==> config.mk <==
export PLATFORM = sky130hd
export DESIGN_NAME = uart_prog_loader_flat
export DESIGN_NICKNAME = d
export VERILOG_FILES = /design/src/rtl/uart_prog_loader_if.sv /design/src/rtl/uart_prog_loader.sv /design/src/flat_wrapper.sv
export SDC_FILE = /design/constraint.sdc
export NUM_CORES = 1
export LEC_CHECK = 0
export CORE_ASPECT_RATIO = 1.4
export CORE_UTILIZATION = 55
export CTS_CLUSTER_DIAMETER = 120
export DETAILED_ROUTE_END_ITERATION = 8
export PLACE_DENSITY = 0.89
export REMOVE_ABC_BUFFERS = 1
export SLEW_MARGIN = 20
export SYNTH_ARGS = -nofsm -noshare
export SYNTH_HDL_FRONTEND = slang
export SYNTH_SLANG_ARGS = --single-unit
==> constraint.sdc <==
create_clock -name clk -period 2.4 [get_ports clk]
set_input_delay 0.48 -clock clk [delete_from_list [all_inputs] [get_ports clk]]
set_output_delay 0.48 -clock clk [all_outputs]
set_load 0.005 [all_outputs]
==> src/rtl/uart_prog_loader_if.sv <==
// uart_prog_loader_if: serial RX line plus the program-RAM write bus and status of the UART loader
interface uart_prog_loader_if;
    logic        rx;
    logic        ram_we;
    logic [7:0]  ram_addr;
    logic [15:0] ram_din;
    logic        cpu_hold;
    logic        done;
    logic        frame_err;
    modport master (input rx, output ram_we, ram_addr, ram_din, cpu_hold, done, frame_err);
    modport slave (output rx, input ram_we, ram_addr, ram_din, cpu_hold, done, frame_err);
endinterface

==> src/rtl/uart_prog_loader.sv <==
// uart_prog_loader: 8N1 UART receiver that writes a count-prefixed 16-bit program image into RAM
module uart_prog_loader #(
    parameter int CLKS_PER_BIT = 868
) (
    input logic                clk,
    input logic                rst,
    uart_prog_loader_if.master bus
);
    localparam int CW = CLKS_PER_BIT > 1 ? $clog2(CLKS_PER_BIT) : 1;
    localparam logic [CW-1:0] LAST = CW'(CLKS_PER_BIT - 1);
    localparam logic [CW-1:0] MID = CW'(CLKS_PER_BIT / 2 > 0 ? CLKS_PER_BIT / 2 - 1 : 0);

    typedef enum logic [1:0] {R_IDLE, R_START, R_DATA, R_STOP} rx_state_t;
    typedef enum logic [2:0] {L_CNT, L_HI, L_LO, L_WR, L_DONE} ld_state_t;

    logic          rx_meta_q, rx_sync_q;
    rx_state_t     r_q;
    logic [CW-1:0] cnt_q;
    logic [2:0]    idx_q;
    logic [7:0]    shift_q;
    logic          byte_valid_q, byte_err_q;

    ld_state_t     l_q;
    logic [8:0]    n_q, wcnt_q, wcnt_inc;
    logic          ram_we_q, cpu_hold_q, done_q, frame_err_q;
    logic [7:0]    ram_addr_q;
    logic [15:0]   ram_din_q;

    assign wcnt_inc = wcnt_q + 9'd1;

    // two-flop synchronizer for the asynchronous rx line, idling high
    always_ff @(posedge clk) begin
        if (rst) begin
            rx_meta_q <= 1'b1;
            rx_sync_q <= 1'b1;
        end else begin
            rx_meta_q <= bus.rx;
            rx_sync_q <= rx_meta_q;
        end
    end

    // receiver: find start bit, sample mid-bit, emit one-cycle byte_valid / byte_err
    always_ff @(posedge clk) begin
        if (rst) begin
            r_q          <= R_IDLE;
            cnt_q        <= '0;
            idx_q        <= '0;
            shift_q      <= '0;
            byte_valid_q <= 1'b0;
            byte_err_q   <= 1'b0;
        end else begin
            byte_valid_q <= 1'b0;
            byte_err_q   <= 1'b0;
            case (r_q)
                R_IDLE: begin
                    cnt_q <= '0;
                    idx_q <= '0;
                    if (!rx_sync_q) r_q <= R_START;
                end
                R_START: begin
                    if (cnt_q == MID) begin
                        cnt_q <= '0;
                        r_q   <= rx_sync_q ? R_IDLE : R_DATA;
                    end else begin
                        cnt_q <= cnt_q + 1'b1;
                    end
                end
                R_DATA: begin
                    if (cnt_q == LAST) begin
                        cnt_q   <= '0;
                        shift_q <= {rx_sync_q, shift_q[7:1]};
                        idx_q   <= idx_q + 3'd1;
                        if (idx_q == 3'd7) r_q <= R_STOP;
                    end else begin
                        cnt_q <= cnt_q + 1'b1;
                    end
                end
                R_STOP: begin
                    if (cnt_q == LAST) begin
                        cnt_q        <= '0;
                        byte_valid_q <= rx_sync_q;
                        byte_err_q   <= !rx_sync_q;
                        r_q          <= R_IDLE;
                    end else begin
                        cnt_q <= cnt_q + 1'b1;
                    end
                end
                default: r_q <= R_IDLE;
            endcase
        end
    end

    // loader: header byte gives word count (0 means 256), then hi/lo byte pairs, one RAM write per pair
    always_ff @(posedge clk) begin
        if (rst) begin
            l_q         <= L_CNT;
            n_q         <= '0;
            wcnt_q      <= '0;
            ram_we_q    <= 1'b0;
            ram_addr_q  <= '0;
            ram_din_q   <= '0;
            cpu_hold_q  <= 1'b1;
            done_q      <= 1'b0;
            frame_err_q <= 1'b0;
        end else if (byte_err_q && l_q != L_DONE) begin
            l_q         <= L_CNT;
            ram_we_q    <= 1'b0;
            frame_err_q <= 1'b1;
        end else begin
            case (l_q)
                L_CNT: begin
                    if (byte_valid_q) begin
                        n_q         <= {shift_q == 8'h00, shift_q};
                        wcnt_q      <= '0;
                        ram_addr_q  <= '0;
                        frame_err_q <= 1'b0;
                        l_q         <= L_HI;
                    end
                end
                L_HI: begin
                    if (byte_valid_q) begin
                        ram_din_q[15:8] <= shift_q;
                        l_q             <= L_LO;
                    end
                end
                L_LO: begin
                    if (byte_valid_q) begin
                        ram_din_q[7:0] <= shift_q;
                        ram_we_q       <= 1'b1;
                        l_q            <= L_WR;
                    end
                end
                L_WR: begin
                    ram_we_q <= 1'b0;
                    wcnt_q   <= wcnt_inc;
                    if (wcnt_inc == n_q) begin
                        done_q     <= 1'b1;
                        cpu_hold_q <= 1'b0;
                        l_q        <= L_DONE;
                    end else begin
                        ram_addr_q <= ram_addr_q + 8'd1;
                        l_q        <= L_HI;
                    end
                end
                L_DONE: ;
                default: l_q <= L_CNT;
            endcase
        end
    end

    assign bus.ram_we    = ram_we_q;
    assign bus.ram_addr  = ram_addr_q;
    assign bus.ram_din   = ram_din_q;
    assign bus.cpu_hold  = cpu_hold_q;
    assign bus.done      = done_q;
    assign bus.frame_err = frame_err_q;
endmodule
==> src/flat_wrapper.sv <==
// flat-port wrapper written by rule: the top's interface ports become plain ports
module uart_prog_loader_flat 
#(
    parameter int CLKS_PER_BIT = 868
)
  (clk, rst, bus_rx, bus_ram_we, bus_ram_addr, bus_ram_din, bus_cpu_hold, bus_done, bus_frame_err);
  uart_prog_loader_if bus_i ();
  input logic clk;
  input logic rst;
  input wire logic [$bits(bus_i.rx)-1:0] bus_rx;
  output wire logic [$bits(bus_i.ram_we)-1:0] bus_ram_we;
  output wire logic [$bits(bus_i.ram_addr)-1:0] bus_ram_addr;
  output wire logic [$bits(bus_i.ram_din)-1:0] bus_ram_din;
  output wire logic [$bits(bus_i.cpu_hold)-1:0] bus_cpu_hold;
  output wire logic [$bits(bus_i.done)-1:0] bus_done;
  output wire logic [$bits(bus_i.frame_err)-1:0] bus_frame_err;
  assign bus_i.rx = bus_rx;
  assign bus_ram_we = bus_i.ram_we;
  assign bus_ram_addr = bus_i.ram_addr;
  assign bus_ram_din = bus_i.ram_din;
  assign bus_cpu_hold = bus_i.cpu_hold;
  assign bus_done = bus_i.done;
  assign bus_frame_err = bus_i.frame_err;
  uart_prog_loader #(.CLKS_PER_BIT(CLKS_PER_BIT)) u_core (.clk(clk), .rst(rst), .bus(bus_i));
endmodule
==> metrics.md <==
| Metric | Value |
|---|---|
| Total gr overflow | 0 |
| Clock sinks | 76 |
| Share of cells above drive strength 1 | 9.52% |
| Pre-CTS setup slack | between 0.2 and 0.25 ns |
| MaxCap Viol Count | 0 |
| Total Wirelength | a little under 8000 um |
| Critical Path Fanout Max | 12 |
| Area grow syn2layout | 16.8% |
| Overall power | 2460 uW |
| # rows | 34 |
| I/O pins | 31 |
| Worst R2R Path Depth | 6 |
| Maximum vdd drop | 0.618 mV |
| Req. time, crit path | approximately 2.7 ns |
| Vias in the first global route | 2,974 |
| Worst slew pin tran | 0.642 ns |
| Worst r2r src | u_core.wcnt_q[3] |
| Adder-Cell Fraction of Synth Area | 2.12% |
| Start point of the critical path | u_core.wcnt_q[3] |
| Clk buf depth | 2 |
| Avg WL per Cell | 15.2 um |
| Routed Antenna Nets | 0 |
| Root buf cell | clkbuf_8 |
| CTS tree | built |
| Dominant combinational cell family by area after synthesis | simple AND/OR/NAND/NOR gates |
| CORE AREA | roughly 0.0062 sq mm |
| DR vias | about 3,100 |
| Clk_lat worst skew | 0.35 ns |
| XOR/XNOR Fraction of Synth Area | 4.66% |
| Antenna violations before repair | 0 |
| Commonest cells after routing, fill and taps aside | dfxtp_1, nor2_1, nand2_1 |
| First-pass GRT wire length | 13,400 um |
| Synthesized cell area | 0.00354 sq mm |
| Vias/cell | 6.04 |
| Post-synth top flop | dfxtp_1 |
| Multiplexer share of the synthesized area | under 10% |
| Reg2reg end | u_core.bus.ram_addr[6] |
| Pwr Density | 595 mW/mm^2 |
| FF+latch count, synth | 76 |
| Max Clk Rate | ~460 MHz |
| Width of the die | 69.8 um |
| Setup TNS Final | 0 ns |
| Worst-path clk slew | 0.08 ns |
| DRC Markers | 0 |
| Compound-Gate Fraction of Synth Area | 12.4% |
| Nature of the critical path startpoint | register |
| Iteration-0 DRC Markers | between 150 and 200 |
| Max stage delay on crit path | 0.56 ns |
| Layout Nets | 445 |
| Slew HR | 57.1% |
| # diodes | 0 |
| Final Max Tran Viols | 0 |
| Critical path type | reg2reg |
| CP arrival | roughly 2.5 ns |
| Final Cycle Share | 90.4% |
| Async set-reset flop share out of synthesis | 0% |
| Setup-failing EPs final | 0 |
| Num CTS Buffers | 9 |
| Final Core Density | 66.6% |
| Die area | 0.00677 sq mm |
| RePlAce Congestion | just under 0.9 |
| Crit path to | u_core.bus.ram_addr[6] |
| Post-Syn Instances | 406 |
| Clock skew | 0.00851 ns |
| FF-to-FF setup slack | 0.23 ns |
| Syn avg cell area | 8.72 sq um |
| Register area share after synthesis | ~43% |
| Leakage power | 0.00153 uW |
| Post-CTS setup repair buffer count | 0 |
| RSZ-0062 raised after global routing | no |
| Hold slack | 0.411 ns |
| PortBufs | 30 |
| Starting density of the core | 57.0% |
| DP Wirelength | 5230 um |
| Layout fillers | 475 |
| Depth of the CTS H-tree | 3 |
| Largest net degree at the start of global routing | 47 |
| Most common cell after layout, fill and taps aside | dfxtp_1 |
| Yosys warns | 0 |
| Global-route usage over all layers | 24.3% |
| DR pass1 iterations | 5 |
| Final Hold Fails | 0 |
| Crit path cell chain | and4_1 > nor2_1 > o2111ai_1 > o211ai_2 > a311oi_1 > mux2i_1 |
| Crit path capture type | register |
| Status | completed |
| Post-synth EDFFs | 0 |
| Simple-gate share of the synthesized area | 24.9% |
| Final worst slack | roughly 0.23 ns |
| Unique cell type count in the Yosys netlist | 53 |
| Crit path time final | 2.17 ns |
| Worst min-delay path class | reg2reg |
| Worst path slowest cell | dfxtp_1 |
| Die height | 96.9 um |
==> state kept, by name, summed over array words and instances (netlist names), named ones only <==
register              cells
u_core.cnt_q             10
u_core.wcnt_q             9
u_core.bus.frame_err      1
u_core.byte_err_q         1
u_core.rx_sync_q          1
u_core.bus.done           1
u_core.n_q                9
u_core.l_q                3
u_core.shift_q            8
u_core.byte_valid_q       1
u_core.bus.ram_din       16
u_core.rx_meta_q          1
u_core.bus.cpu_hold       1
u_core.r_q                1
u_core.idx_q              3
u_core.bus.ram_we         1
u_core.bus.ram_addr       8
==> stage by stage <==
stage | instances | area, sq um
after global routing | 513 | 4140
after floorplan | 384 | 3420
after CTS | 513 | 4130
after detailed placement | 497 | 3890
final | 513 | 4140
after global placement | 497 | 3890
==> cell families (layout without fill, tap and decap cells) <==
group                      Yosys count  after routing
adders and majority gates            6              6
xor gates and xnor gates            18             18
AOI/OAI and AO/OA                   72             72
DFF                                 76             76
and+or+nand+nor                    173            173
buffers and inverters               30             65
muxes                               31             31
==> where the power goes <==
part | switching, uW | internal (uW) | total [uW]
registers | 3.70 | 1260 | 1270
logic | 26.1 | 9.83 | 35.9
clock network | 464 | 692 | 1160
==> layout make-up <==
type / instances / area, sq um / area share [%]
multi-input combinational: 300 / 1880 / 45.4
sequential: 76 / 1520 / 36.8
timing repair buffer: 41 / 378 / 9.14
clock buffer: 10 / 128 / 3.09
clock inverter: 6 / 113 / 2.72
tap: 72 / 90.1 / 2.18
inverter: 8 / 30.0 / 0.726
==> worst min path at each step <==
stage / from / endpoint / slack, ns / cells past startpoint
global placement: u_core.rx_meta_q / u_core.rx_sync_q / 0.39 / 1
finish: u_core.rx_meta_q / u_core.rx_sync_q / 0.41 / 1
detailed placement: u_core.rx_meta_q / u_core.rx_sync_q / 0.39 / 1
floorplan: u_core.rx_meta_q / u_core.rx_sync_q / 0.39 / 1
CTS: u_core.rx_meta_q / u_core.rx_sync_q / 0.41 / 1
global route: u_core.rx_meta_q / u_core.rx_sync_q / 0.43 / 1
==> timing repair <==
action	in CTS	in global routing
hold buffers	0	0
resized for setup	0	1
setup endpoints to repair	0	3
==> Yosys cell counts (all sizes together), types with 7 or more instances <==
library cell | instances | area share [%]
a31oi | 8 | 1.4
inv | 8 | 0.85
nand2 | 38 | 4.1
buf | 12 | 2.2
nand3 | 21 | 3.5
o21ai | 14 | 2.0
mux2i | 30 | 8.5
nor2 | 59 | 6.3
nand2b | 8 | 1.4
xnor2 | 13 | 3.4
nand4 | 10 | 1.9
a21oi | 31 | 4.4
clkbuf | 10 | 1.1
nor4 | 7 | 1.4
dfxtp | 76 | 43
==> critical path, delay by kind of cell, from the launching register on <==
family	cells	cell delay, ns
AO/OA/AOI/OAI	3	0.93
AND/OR/NAND/NOR	2	0.39
flip-flops	1	0.56
multiplexers	1	0.23
==> layer usage <==
| metal | vias to the layer above | global-route usage [%] | share of wire [%] | wire length (um) |
|---|---|---|---|---|
| met2 | 83 | 42.6 | 53 | 4110 |
| met1 | 1500 | 27.7 | 42 | 3270 |
| met4 | 0 | 11.4 | 2.3 | 181 |
| li1 | 1494 | - | - | - |
| met3 | 22 | 5.21 | 3.1 | 242 |
| met5 | - | 0 | 0 | 0 |
No activity file was read; power rests on OpenSTA's default activity.
